==> src/rtl/cpu_types_pkg.sv <==
// Shared CPU datapath types: word and register-select widths plus the
// data-memory access FSM encoding used by the MEM stage.
package cpu_types_pkg;

    localparam int WORD_W   = 32;
    localparam int REGSEL_W = 5;

    typedef logic [WORD_W-1:0]   word_t;
    typedef logic [REGSEL_W-1:0] regbits_t;

    typedef enum logic [1:0] {
        IDLE = 2'd0,
        WAIT = 2'd1,
        DONE = 2'd2
    } memfsm_t;

endpackage

==> src/rtl/pipeline_dmem_ctrl.sv <==
// Data-memory request sequencer for the MEM stage: drives dREN/dWEN, holds a
// completed load while writeback is blocked, and raises the memory stall.
module pipeline_dmem_ctrl
    import cpu_types_pkg::*;
#(
    parameter int WORD_W = 32,
    parameter int CNT_W  = 32
) (
    input  logic              CLK,
    input  logic              nRST,
    input  logic              en_mw,
    input  logic              dREN_mem,
    input  logic              dWEN_mem,
    input  logic              dhit,
    input  logic [WORD_W-1:0] dmemload,
    output logic              dmemREN,
    output logic              dmemWEN,
    output logic              mem_stall,
    output logic [WORD_W-1:0] load_data,
    output logic [CNT_W-1:0]  memwait_cnt
);

    memfsm_t           state_q, state_d;
    logic [WORD_W-1:0] lbuf_q, lbuf_d;
    logic [CNT_W-1:0]  cnt_q, cnt_d;
    logic              memop;
    logic              req_active;

    assign memop = dREN_mem | dWEN_mem;

    // Gating with nRST drops the request the moment reset is applied,
    // even while the access is still outstanding.
    assign req_active = nRST & (state_q != DONE);

    assign dmemREN   = req_active & dREN_mem;
    assign dmemWEN   = req_active & dWEN_mem;
    assign mem_stall = req_active & memop & ~dhit;
    assign load_data = (state_q == DONE) ? lbuf_q : dmemload;

    always_comb begin
        state_d = state_q;
        lbuf_d  = lbuf_q;
        unique case (state_q)
            IDLE: begin
                if (memop && dhit && !en_mw) begin
                    lbuf_d  = dmemload;
                    state_d = DONE;
                end else if (memop && !dhit) begin
                    state_d = WAIT;
                end
            end
            WAIT: begin
                if (dhit) begin
                    lbuf_d  = dmemload;
                    state_d = en_mw ? IDLE : DONE;
                end
            end
            DONE: begin
                if (en_mw) begin
                    state_d = IDLE;
                end
            end
            default: state_d = IDLE;
        endcase
    end

    always_comb begin
        cnt_d = cnt_q;
        if (mem_stall && (cnt_q != {CNT_W{1'b1}})) begin
            cnt_d = cnt_q + CNT_W'(1);
        end
    end

    always_ff @(posedge CLK or negedge nRST) begin
        if (!nRST) begin
            state_q <= IDLE;
            lbuf_q  <= '0;
            cnt_q   <= '0;
        end else begin
            state_q <= state_d;
            lbuf_q  <= lbuf_d;
            cnt_q   <= cnt_d;
        end
    end

    assign memwait_cnt = cnt_q;

endmodule

==> src/rtl/pipeline_memory_writeback.sv <==
// MEM stage plus MEM/WB pipeline register: runs the data-memory handshake,
// selects the writeback value and latches it for the register file.
module pipeline_memory_writeback
    import cpu_types_pkg::*;
#(
    parameter int WORD_W   = 32,
    parameter int REGSEL_W = 5,
    parameter int CNT_W    = 32
) (
    input  logic                CLK,
    input  logic                nRST,
    input  logic                en_mw,
    input  logic                flush_mw,
    input  logic                dREN_mem,
    input  logic                dWEN_mem,
    input  logic                MemToReg_mem,
    input  logic                link_mem,
    input  logic                lui_mem,
    input  logic                RegWrite_mem,
    input  logic                halt_mem,
    input  logic [WORD_W-1:0]   port_o_mem,
    input  logic [WORD_W-1:0]   rdat2_mem,
    input  logic [WORD_W-1:0]   pc4_mem,
    input  logic [WORD_W-1:0]   luiimm_mem,
    input  logic [REGSEL_W-1:0] regWSEL_mem,
    output logic                dmemREN,
    output logic                dmemWEN,
    output logic [WORD_W-1:0]   dmemaddr,
    output logic [WORD_W-1:0]   dmemstore,
    input  logic [WORD_W-1:0]   dmemload,
    input  logic                dhit,
    output logic                mem_stall,
    output logic [WORD_W-1:0]   wdat_wb,
    output logic [REGSEL_W-1:0] regWSEL_wb,
    output logic                RegWrite_wb,
    output logic                halt_wb,
    output logic [CNT_W-1:0]    memwait_cnt
);

    logic [WORD_W-1:0]   load_data;
    logic [WORD_W-1:0]   wdat_d;
    logic [WORD_W-1:0]   wdat_q;
    logic [REGSEL_W-1:0] regWSEL_q;
    logic                RegWrite_q;
    logic                halt_q;

    assign dmemaddr  = port_o_mem;
    assign dmemstore = rdat2_mem;

    pipeline_dmem_ctrl #(
        .WORD_W (WORD_W),
        .CNT_W  (CNT_W)
    ) u_dmem_ctrl (
        .CLK         (CLK),
        .nRST        (nRST),
        .en_mw       (en_mw),
        .dREN_mem    (dREN_mem),
        .dWEN_mem    (dWEN_mem),
        .dhit        (dhit),
        .dmemload    (dmemload),
        .dmemREN     (dmemREN),
        .dmemWEN     (dmemWEN),
        .mem_stall   (mem_stall),
        .load_data   (load_data),
        .memwait_cnt (memwait_cnt)
    );

    always_comb begin
        wdat_d = port_o_mem;
        if (MemToReg_mem) begin
            wdat_d = load_data;
        end else if (link_mem) begin
            wdat_d = pc4_mem;
        end else if (lui_mem) begin
            wdat_d = luiimm_mem;
        end
    end

    // A stalled cycle with the register enabled emits a bubble: write enable
    // drops while data/select hold, so the register file sees no write.
    always_ff @(posedge CLK or negedge nRST) begin
        if (!nRST) begin
            wdat_q     <= '0;
            regWSEL_q  <= '0;
            RegWrite_q <= 1'b0;
            halt_q     <= 1'b0;
        end else if (flush_mw) begin
            wdat_q     <= '0;
            regWSEL_q  <= '0;
            RegWrite_q <= 1'b0;
        end else if (en_mw && !mem_stall) begin
            wdat_q     <= wdat_d;
            regWSEL_q  <= regWSEL_mem;
            RegWrite_q <= RegWrite_mem;
            if (halt_mem) begin
                halt_q <= 1'b1;
            end
        end else if (en_mw) begin
            RegWrite_q <= 1'b0;
        end
    end

    assign wdat_wb     = wdat_q;
    assign regWSEL_wb  = regWSEL_q;
    assign RegWrite_wb = RegWrite_q;
    assign halt_wb     = halt_q;

endmodule

==> config.mk <==
export PLATFORM = sky130hd
export DESIGN_NAME = pipeline_memory_writeback
export DESIGN_NICKNAME = d
export VERILOG_FILES = /design/src/rtl/cpu_types_pkg.sv /design/src/rtl/pipeline_dmem_ctrl.sv /design/src/rtl/pipeline_memory_writeback.sv
export SDC_FILE = /design/constraint.sdc
export NUM_CORES = 1
export LEC_CHECK = 0
export CAP_MARGIN = 20
export CORE_ASPECT_RATIO = 1.25
export CORE_UTILIZATION = 36
export DETAILED_ROUTE_END_ITERATION = 6
export PLACE_DENSITY = 0.77
export SYNTH_ARGS = -nofsm -noshare
export SYNTH_HDL_FRONTEND = slang
export SYNTH_SLANG_ARGS = --single-unit
==> constraint.sdc <==
create_clock -name CLK -period 1.8 [get_ports CLK]
set_input_delay 0.27 -clock CLK [delete_from_list [all_inputs] [get_ports CLK]]
set_output_delay 0.27 -clock CLK [all_outputs]
set_load 0.005 [all_outputs]
# Word level (Yosys, flattened, before mapping)
# Index checks and enable logic that the tools add are counted.
# word_totals
ff_bits	105
input_bits	177
output_inout_bits	138
elab_cells	59
# op_classes
n_addsub	1
n_eq_ne	8
n_mux	20
n_bitwise	8
n_reduce_logical	15
# ops
op	n
$mux 32	8
$pmux 32 s2	1
$add 32x1->32 const B	1
$ne 32x32->1 const B	1
$mux 2	5
$mux 5	2
$reduce_and 3->1	3
$ne 2x2->1 const B	3
$pmux 2 s3	1
$and 1x1->1	5
$logic_and 1x1->1	5
$reduce_bool 2->1	2
$logic_not 1->1	3
$mux 1	3
$ne 3x1->1 const B	1
$reduce_bool 3->1	1
$eq 2x1->1 const B	1
$eq 2x2->1 const B	1
$logic_not 2->1	1
$ne 2x1->1 const B	1
$not 1->1	2
$or 1x1->1	1

# Longest topological paths before layout
# Gate-level depths: netlist of the first run.
# depth
ltp_word	8
ltp_mapped	8
depth_no_buf	6

# Cells and area by module
# From an unflattened synthesis of the first run, not the netlist that was laid out.
# hier_totals
hier_cells	684
hier_area_um2	6620.1
# modules_own_cells
mod	instances	cells_per_inst	area_each_um2	seq_area_each_um2
pipeline_dmem_ctrl	1	337	3313.2	1651.6
pipeline_memory_writeback	1	347	3306.9	975.9

# Least setup slack after synthesis of the first run
# Ideal clock, no wire load.
# synth_timing
kind	reg-to-reg
from	reg u_dmem_ctrl.cnt_q[28] (netlist: u_dmem_ctrl.memwait_cnt[28])
to	reg u_dmem_ctrl.cnt_q[25] (netlist: u_dmem_ctrl.memwait_cnt[25])
setup_time_ps	80
t_arrival_ps	1815
required_ps	1720
slack_ps	-95
path_stages_with_launch	7
n_path_buf	1
synth_period_minus_slack_ps	1895
cell_sequence	dfrtp_1 nand4_1 or3_4 or4_4 buf_6 nand4_1 xnor2_1
# synth_between
elab_chain_cells	2
# synth_lines
item	line_no	rtl
from (decl)	pipeline_dmem_ctrl.sv:25	logic [CNT_W-1:0] cnt_q, cnt_d;
from (signal assigned)	pipeline_dmem_ctrl.sv:82	cnt_q <= cnt_d;
$ne 32x32->1	pipeline_dmem_ctrl.sv:69	if (mem_stall && (cnt_q != {CNT_W{1'b1}})) begin
$logic_and 1x1->1	pipeline_dmem_ctrl.sv:69	
# Every way passes these cells.
# A chain may end at the register's enable or synchronous reset.

# Worst setup path after layout of the first run
# layout_timing
from	reg u_dmem_ctrl.cnt_q[31] (netlist: u_dmem_ctrl.memwait_cnt[31])
to	reg u_dmem_ctrl.cnt_q[19] (netlist: u_dmem_ctrl.memwait_cnt[19])
# Same word-level chain as after synthesis.

==> results of run 1 <==
## cells in the final DEF, fill, tap and decap left out, types with 7 or more instances in the layout
master and n:
a22o_1 37, clkdlybuf4s50_1 240, mux2i_1 64, clkbuf_16 9, nand2_1 10, a211oi_1 32
buf_12 8, mux2_2 33, nand4_1 19, nor3_1 9, buf_4 69, dfrtp_1 105
and3_1 7, nand3_1 13, xor2_1 8, xnor2_1 21, a21oi_1 36, nor2_1 39
## worst max-delay path: cells and delay by family (launching register included)
| kind | cells | cell delay, ns |
|---|---|---|
| and+or+nand+nor | 4 | 1.22 |
| DFF | 1 | 0.37 |
| xor gates and xnor gates | 1 | 0.12 |
## worst max-delay path by stage
stage	startpoint	endpoint	slack, ns	cells past startpoint
final	u_dmem_ctrl.memwait_cnt[31]	u_dmem_ctrl.memwait_cnt[19]	0.01	5
after CTS	u_dmem_ctrl.memwait_cnt[16]	u_dmem_ctrl.memwait_cnt[14]	0.008	7
after detailed placement	dREN_mem	wdat_wb[28]	-0.68	6
after global routing	u_dmem_ctrl.memwait_cnt[6]	u_dmem_ctrl.memwait_cnt[13]	-0.19	7
after floorplan	u_dmem_ctrl.memwait_cnt[28]	u_dmem_ctrl.memwait_cnt[25]	-0.04	6
after global placement	dREN_mem	wdat_wb[28]	-0.59	6
## flip-flops by register name, indices dropped and copies added, names as in the netlist
register and count:
regWSEL_wb 5, halt_wb 1, u_dmem_ctrl.memwait_cnt 32, u_dmem_ctrl.state_q 2, RegWrite_wb 1, wdat_wb 32, u_dmem_ctrl.lbuf_q 32
## cells by family (layout without fill, tap and decap cells)
group                      Yosys count  in the layout  synth area share, %
adders and majority gates            1              1                0.207
DFF                                105            105                 43.6
buffers and inverters              103            345                 10.7
AOI/OAI and AO/OA                  112            112                 13.2
muxes                               97             97                 16.8
and+or+nand+nor                    125            127                 11.4
xor gates and xnor gates            29             29                 4.21
## layer usage
layer  routed length [microns]  track usage (%)  vias to the layer above
met3                      1040             4.27                       49
met2                      9850             39.5                      198
met1                      7550             26.0                     2634
met4                       486             9.10                        0
li1                          -                -                     2518
met5                         0                0                        -
## final cells by class
cell class / instances / area (sq um) / area share [%]
clock buffers: 10 / 239 / 2.58
repair buffers: 328 / 3170 / 34.2
flip-flops and latches: 105 / 2630 / 28.3
clock inverters: 6 / 66.3 / 0.715
multi-input cells: 366 / 2890 / 31.2
inverters: 1 / 3.75 / 0.0405
well taps: 216 / 270 / 2.91
## power groups by stage
stage	Combinational [mW]	Sequential (mW)	Clock, mW
floorplan	0.812	2.85	0
CTS	1.80	2.80	2.10
finish	1.82	2.82	2.04
global placement	1.74	2.84	0
global route	1.97	2.86	2.19
detailed placement	1.77	2.85	0
## what timing repair did
action | 4_1_cts | 5_1_grt
endpoints found under the setup margin | 50 | 36
setup buffers | 1 | 3
pin swaps | 1 | 4
endpoints found under the hold margin | 0 | 0
resized for setup | 14 | 15
cloned | 2 | 0
==> metrics.txt, run 1 <==
status=finished, final reports clean; CP startpoint kind=register; Final ANT Viol Nets=0; Synth top cells by count=dfrtp_1 (105), buf_4 (64), mux2i_1 (64); dpl ws=-0.683 ns; nature of the critical path endpoint=register; flop2flop setup slack=0.01 ns; Worst Reg-to-Reg Cells=5; total CTS buffers=9; Unique masters post-synth=38; row count=52; NetSw=1.81 mW; Max H-tree Level=3; Worst-Skew Late Latency=0.35 ns; Yosys reg bits=105; Yosys top cell by area=dfrtp_1; Most common cell on crit path=nand4_1; io pins=315; Avg WL per Cell=18.3 microns; final worst slack=0.0128 ns; Finished Layout Cells=1032; DRC Markers=0; post-synthesis cell count=572; Clock Path Buffers=2; CTS tree=done; total power=6.67 mW; Critical Path RT=2.08 ns; vias=5399; Layout Nets=989; Sw Ratio=27.1%; clock share of power=30.5%; Fillers=1387; Leak=4.11 nW; Worst Clk Skew=0.00788 ns; number of flops mapped to enable cells by yosys=0; Tightest Hold Check Type=input port to asynchronous set/reset pin; clock root cell=clkbuf_16; core footprint=0.0163 sq mm; Int Power=4.86 mW; Crit path largest cell delay=0.51 ns; GRT Total Usage=22.2%; top-area cell type share of the netlist area=43.6%; post-synthesis sequential area ratio=43.6%; sequential share of power=42.2%; power per cell area=720 mW/mm^2; post-layout min period=1.79 ns; DPL Wire Length=13.5 mm; r2r startpoint=u_dmem_ctrl.memwait_cnt[31]; crit path cell chain=nand4_1, or3_4, or4_4, nand4_1, xnor2_1; Die Y-Extent=147 microns; Fin Hold WS=0.0152 ns; clk slew on worst S/H paths=0.07 ns; unrepaired setup endpoints after global routing=true; diode count=0; initial antenna violation count=0; grt total ovfl=0; CTS Hold Buffers Added=0; 1st-iter DRT viols=194; layout cells sized above 1=19.5%; First-pass DRT Iterations=4; wirelength, routed=18.9 mm; crit share post-route=99.3%; asr flop ratio synth=100%; die area=0.0173 sq mm; largest net degree at the start of global routing=106; Max Fclk=560 MHz; dpl cell area=0.00884 sq mm; vias per cell=5.23; most common cell in the netlist=dfrtp_1; relative slew slack=56.5%; Max VDD drop=0.000592 V; synth top area cells=dfrtp_1 (44%), mux2i_1 (11%), buf_4 (8.0%); WP data arrival=2.07 ns; syn_nets=750; Max Slew Vio Count=0; placed instance count=1010; synthesized area=0.00603 sq mm; Avg Cell Area, Syn=10.5 sq um; final non-filler cell area=0.00927 sq mm; YS warnings=0; Crit Path Category=register to register; Main synth FF type=dfrtp_1; Crit Path Max Fanout=6; Die X=118 microns; first-pass GRT wire length=30.0 mm; Worst Tran Pin Value=0.652 ns; Setup Viol. Count Final=0; Initial Util=37.1%; crit path max-delay cell type=or4_4; Crit Reg-Reg Endpoint=u_dmem_ctrl.memwait_cnt[19]; Setup TNS=0 ns; Placer Congestion=0.849; Final Hold Viols=0; vias in the first global route=5688; Max-cap violations=0; synthesis-to-finish area growth=53.7%; CTS sink count=105; Core Util, Final=57.0%; Buffers on Ports=250; Comb power frac=27.2%
Power figures use the tool's default switching activity.
==> inputs of run 2 (changes only) <==
--- a/config.mk
+++ b/config.mk
@@ -6,4 +6,5 @@
 export NUM_CORES = 1
 export LEC_CHECK = 0
+export ABC_CLOCK_PERIOD_IN_PS = 1800
 export CAP_MARGIN = 20
 export CORE_ASPECT_RATIO = 1.25
==> constraint.sdc (replaced) <==
create_clock -name CLK -period 1.8 [get_ports CLK]
set_input_delay 0.27 -clock CLK [delete_from_list [all_inputs] [get_ports CLK]]
set_output_delay 0.27 -clock CLK [all_outputs]
set_load 0.01 [all_outputs]
==> metrics.txt, run 2 (synthesized netlist as in run 1, its figures left out) <==
status=finished with violations; failing checks=negative setup slack; Die Y-Extent=147 microns; final non-filler cell area=0.00944 sq mm; DPL Wire Length=13.3 mm; crit share post-route=104%; Setup TNS=-0.253 ns; largest net degree at the start of global routing=106; CP startpoint kind=register; DR WL met2=9.75 mm; First-pass DRT Iterations=5; unrepaired setup endpoints after global routing=true; row count=52; critical path startpoint=u_dmem_ctrl.memwait_cnt[29]; Initial Util=37.1%; CTS Hold Buffers Added=0; Leak=4.19 nW; CTS sink count=105; 1st-iter DRT viols=218; Placer Congestion=0.812; Top delay family on crit path=simple AND/OR/NAND/NOR gates; wirelength, routed=19.0 mm; clk slew on worst S/H paths=0.07 ns; Max-cap violations=0; most frequent cells in the layout=clkdlybuf4s50_1 (242), dfrtp_1 (101), buf_4 (72); Buffers on Ports=250; Layout Nets=995; Final ANT Viol Nets=0; Final Hold Viols=0; final worst slack=-0.0704 ns; vias in the first global route=5565; WP buf/inv=2; Max Fclk=535 MHz; Clock Path Buffers=2; wl on met1=7.58 mm; initial antenna violation count=0; area of the multi-input gates=0.00295 sq mm; first-pass GRT wire length=29.3 mm; Worst Tran Pin Value=0.568 ns; vias per cell=5.19; grt total ovfl=0; Crit Path Max Fanout=3; relative slew slack=61.9%; Worst Clk Skew=0.00826 ns; wire length on met3=1.07 mm; GRT Total Usage=21.8%; synthesis-to-finish area growth=56.6%; r2r startpoint=u_dmem_ctrl.memwait_cnt[29]; Max VDD drop=0.000439 V; post-layout min period=1.87 ns; diode count=0; total CTS buffers=9; DRC Markers=0; io pins=315; Crit Path Category=register to register; Setup Viol. Count Final=9; WP data arrival=2.10 ns; Tightest Hold Check Type=input port to asynchronous set/reset pin; die area=0.0173 sq mm; max layer used=met4; nature of the critical path endpoint=register; crit path max-delay cell type=or3_4; core footprint=0.0163 sq mm; dpl ws=-0.515 ns; Max Slew Vio Count=0; crit path cell chain=nand4_1, or3_4, buf_6, nor4_4, buf_4, nor2_2, mux2_2; Critical Path RT=2.03 ns; dpl cell area=0.00889 sq mm; vias=5387; layout cells sized above 1=21.8%; Fillers=1349; Avg WL per Cell=18.3 microns; Core Util, Final=58.1%; Seq. cell area=0.00263 sq mm; power per cell area=741 mW/mm^2; CTS tree=done; Worst-Skew Late Latency=0.35 ns; Max H-tree Level=3; Die X=118 microns; commonest non-fill, non-tap cell in the layout=clkdlybuf4s50_1; clock root cell=clkbuf_16; Crit path largest cell delay=0.44 ns
-- run 2: cell types whose count changed in the layout (fill, tap and decap cells not counted), moves of 3 or more --
cell	delta
dfrtp_1	-4
dfrtp_2	+4
buf_4	+3
dlygate4sd2_1	-3
nand3_1	-4
nand3_2	+4
-- run 2: report_power, final --
group          switching [mW]  internal (mW)
Clock                   0.886           1.40
Combinational           0.801           1.11
Sequential              0.155           2.65
Total                    1.84           5.15
-- run 2: metrics by stage --
| step | power, mW | cells | hold slack (ns) |
|---|---|---|---|
| 6_report | 7.00 | 1038 | 0.0340 |
| 5_1_grt | 7.32 | 1038 | 0.0848 |
| 4_1_cts | 7.02 | 1034 | 0.0571 |
| 3_5_place_dp | 4.70 | 1013 | 0.443 |
| 3_3_place_gp | 4.65 | 1013 | 0.430 |
| 2_1_floorplan | 3.74 | 572 | -0.0256 |
-- run 2: worst register-to-register path, stage by stage (launching register included) --
cell	delay, ns
dfrtp_1	0.37
nand4_1	0.14
or3_4	0.44
buf_6	0.13
nor4_4	0.19
buf_4	0.18
nor2_2	0.04
mux2_2	0.27
-- run 2: timing repair --
item,in CTS,in global routing
gates cloned,2,0
pin swaps,2,17
setup buffers,3,4
resized for setup,17,20
endpoints found under the setup margin,57,51
-- run 2: layer usage --
| layer | vias up | track usage (%) |
|---|---|---|
| li1 | 2536 | - |
| met1 | 2579 | 25.5 |
| met2 | 220 | 38.9 |
| met3 | 52 | 4.00 |
| met4 | 0 | 8.97 |
| met5 | - | 0 |
-- run 2: layout make-up --
type,count,share of cell area (%)
clock buffer,11,2.57
clock inverter,5,1.10
inverter,1,0.0397
multi-input combinational,366,31.2
sequential,105,27.9
tap,216,2.86
timing repair buffer,334,34.3
-- run 2: final timing paths --
path                                               end  depth (start not counted)  slack [ns]
max in group asynchronous  u_dmem_ctrl.memwait_cnt[13]                          2        1.33
hold reg to reg                                halt_wb                          1        0.46
hold / removal              u_dmem_ctrl.memwait_cnt[1]                          2        0.03
setup / recovery            u_dmem_ctrl.memwait_cnt[1]                          7       -0.07
setup reg to reg            u_dmem_ctrl.memwait_cnt[1]                          7       -0.07
min in group CLK                               halt_wb                          1        0.46
==> inputs of run 3 (changes only) <==
Settings changed: ABC_CLOCK_PERIOD_IN_PS 1800 to 2410, CORE_AREA set to 2 2 122 124, CORE_ASPECT_RATIO 1.25 to unset, CORE_UTILIZATION 36 to unset, DIE_AREA set to 0 0 124 126, PLACE_DENSITY 0.77 to 0.85.
Clock period 1.8 ns to 2.41 ns, I/O delays scaled along.
==> metrics.txt, run 3 (synthesized netlist as in run 1, its figures left out) <==
grt total ovfl=0; Critical Path RT=2.05 ns; vias in the first global route=5294; Max H-tree Level=3; relative slew slack=37.9%; Die Y-Extent=126 microns; clock share of power=28.4%; core footprint=0.0143 sq mm; initial antenna violation count=0; 1st-iter DRT viols=335; nature of the critical path endpoint=output pin; post-layout min period=2.25 ns; wirelength, routed=18.0 mm; cts repair resizes=0; Post-CTS Setup Inserts=0; Max Slew Vio Count=0; dpl ws=-0.0771 ns; CP startpoint kind=input port; Max Fclk=445 MHz; Comb power frac=26.6%; DPL Wire Length=13.4 mm; Leak=3.74 nW; row count=44; first-pass GRT wire length=28.5 mm; Max-cap violations=0; Die X=124 microns; most frequent cells in the layout=clkdlybuf4s50_1 (246), dfrtp_1 (105), mux2i_1 (64); Int Power=3.42 mW; Placer Congestion=0.929; layout cells sized above 1=10.9%; crit path cell chain=clkdlybuf4s50_1, o21ba_2, nand3_1, buf_4, inv_1, clkdlybuf4s50_1; clk slew on worst S/H paths=0.07 ns; wire length on met3=1.16 mm; Final Hold Viols=0; unrepaired setup endpoints after global routing=false; Clock Path Buffers=2; placed instance count=921; synthesis-to-finish area growth=42.2%; Crit Path Max Fanout=8; final worst slack=0.164 ns; crit path max-delay cell type=clkdlybuf4s50_1; Max VDD drop=0.000338 V; diode count=0; First-pass DRT Iterations=4; Crit path largest cell delay=0.54 ns; vias per cell=5.44; GRT Total Usage=23.5%; Finished Layout Cells=936; Worst Clk Skew=0.00601 ns; crit share post-route=93.2%; Avg WL per Cell=19.2 microns; WP data arrival=1.88 ns; status=finished, final reports clean; total CTS buffers=9; Most common cell on crit path=clkdlybuf4s50_1; Sw Ratio=27.7%; DRC Markers=0; max layer used=met4; Setup Viol. Count Final=0; io pins=315; Final ANT Viol Nets=0; power per cell area=551 mW/mm^2; Layout Nets=926; vias=5095; DR WL met2=8.77 mm; clock root cell=clkbuf_16; CTS Hold Buffers Added=0; wl on met1=7.72 mm; largest net degree at the start of global routing=66; Worst Tran Pin Value=0.930 ns; die area=0.0156 sq mm; CTS tree=done; Fillers=1149; Buffers on Ports=250; Worst-Skew Late Latency=0.34 ns; Initial Util=42.1%; CTS sink count=105; NetSw=1.31 mW; Tightest Hold Check Type=input port to asynchronous set/reset pin; sequential share of power=45.0%; Crit Path Category=input port to output pin; commonest non-fill, non-tap cell in the layout=clkdlybuf4s50_1
==> run 3: cell count changes in the layout (fill, tap and decap cells not counted), sizes merged <==
cell | before | now
dlygate4sd2 | 1 | 0
bufinv | 3 | 0
nor2 | 41 | 40
buf | 88 | 21
clkinv | 2 | 4
clkdlybuf4s50 | 242 | 246
or4 | 3 | 2
dlymetal6s2s | 1 | 0
clkbuf | 13 | 11
==> run 3: final timing paths <==
kind	to	slack, ns	cells past startpoint	start
setup / recovery	mem_stall	0.16	6	dREN_mem
hold / removal	u_dmem_ctrl.state_q[0]	0.12	2	nRST
setup reg to reg	u_dmem_ctrl.memwait_cnt[4]	0.30	5	u_dmem_ctrl.memwait_cnt[28]
hold reg to reg	halt_wb	0.47	1	halt_wb
max in group asynchronous	wdat_wb[29]	1.61	2	nRST
min in group CLK	halt_wb	0.47	1	halt_wb
==> run 3: metal layers <==
layer  track usage (%)  vias up
met5                 0        -
met4              7.20        0
met3              4.57       18
met2              38.2      188
met1              31.8     2500
li1                  -     2389
==> run 3: area by class of cell <==
class	instances	area, sq um	share of cell area [%]
Clock buffer	11	243	2.83
Clock inverter	4	20.0	0.233
Inverter	1	3.75	0.0438
Multi-Input combinational cell	364	2790	32.5
Sequential cell	105	2630	30.6
Tap cell	184	230	2.68
Timing Repair Buffer	267	2660	31.0
==> run 3: per-stage QoR <==
step	TNS [ns]	total power, mW	hold slack (ns)	instance area [sq um]	util [%]
5_1_grt	0	4.98	0.163	8580	59.9
3_3_place_gp	-0.0412	3.37	0.443	8310	58.1
3_5_place_dp	-1.72	3.42	0.448	8310	58.1
6_report	0	4.73	0.121	8580	59.9
2_1_floorplan	0	2.79	0.0659	6030	-
4_1_cts	0	4.77	0.127	8580	59.9
==> run 3: worst max-delay path: cells and delay by family <==
family / cells / cell delay (ns)
AND/OR/NAND/NOR: 1 / 0.07
buffers and inverters: 4 / 1.30
AO/OA/AOI/OAI: 1 / 0.15
==> run 3: power by group through the flow <==
stage	logic, mW	clock network, mW	registers, mW
after floorplan	0.631	0	2.16
final	1.26	1.34	2.13
after detailed placement	1.26	0	2.15
after global placement	1.23	0	2.14
after global routing	1.37	1.46	2.15
after CTS	1.27	1.38	2.12
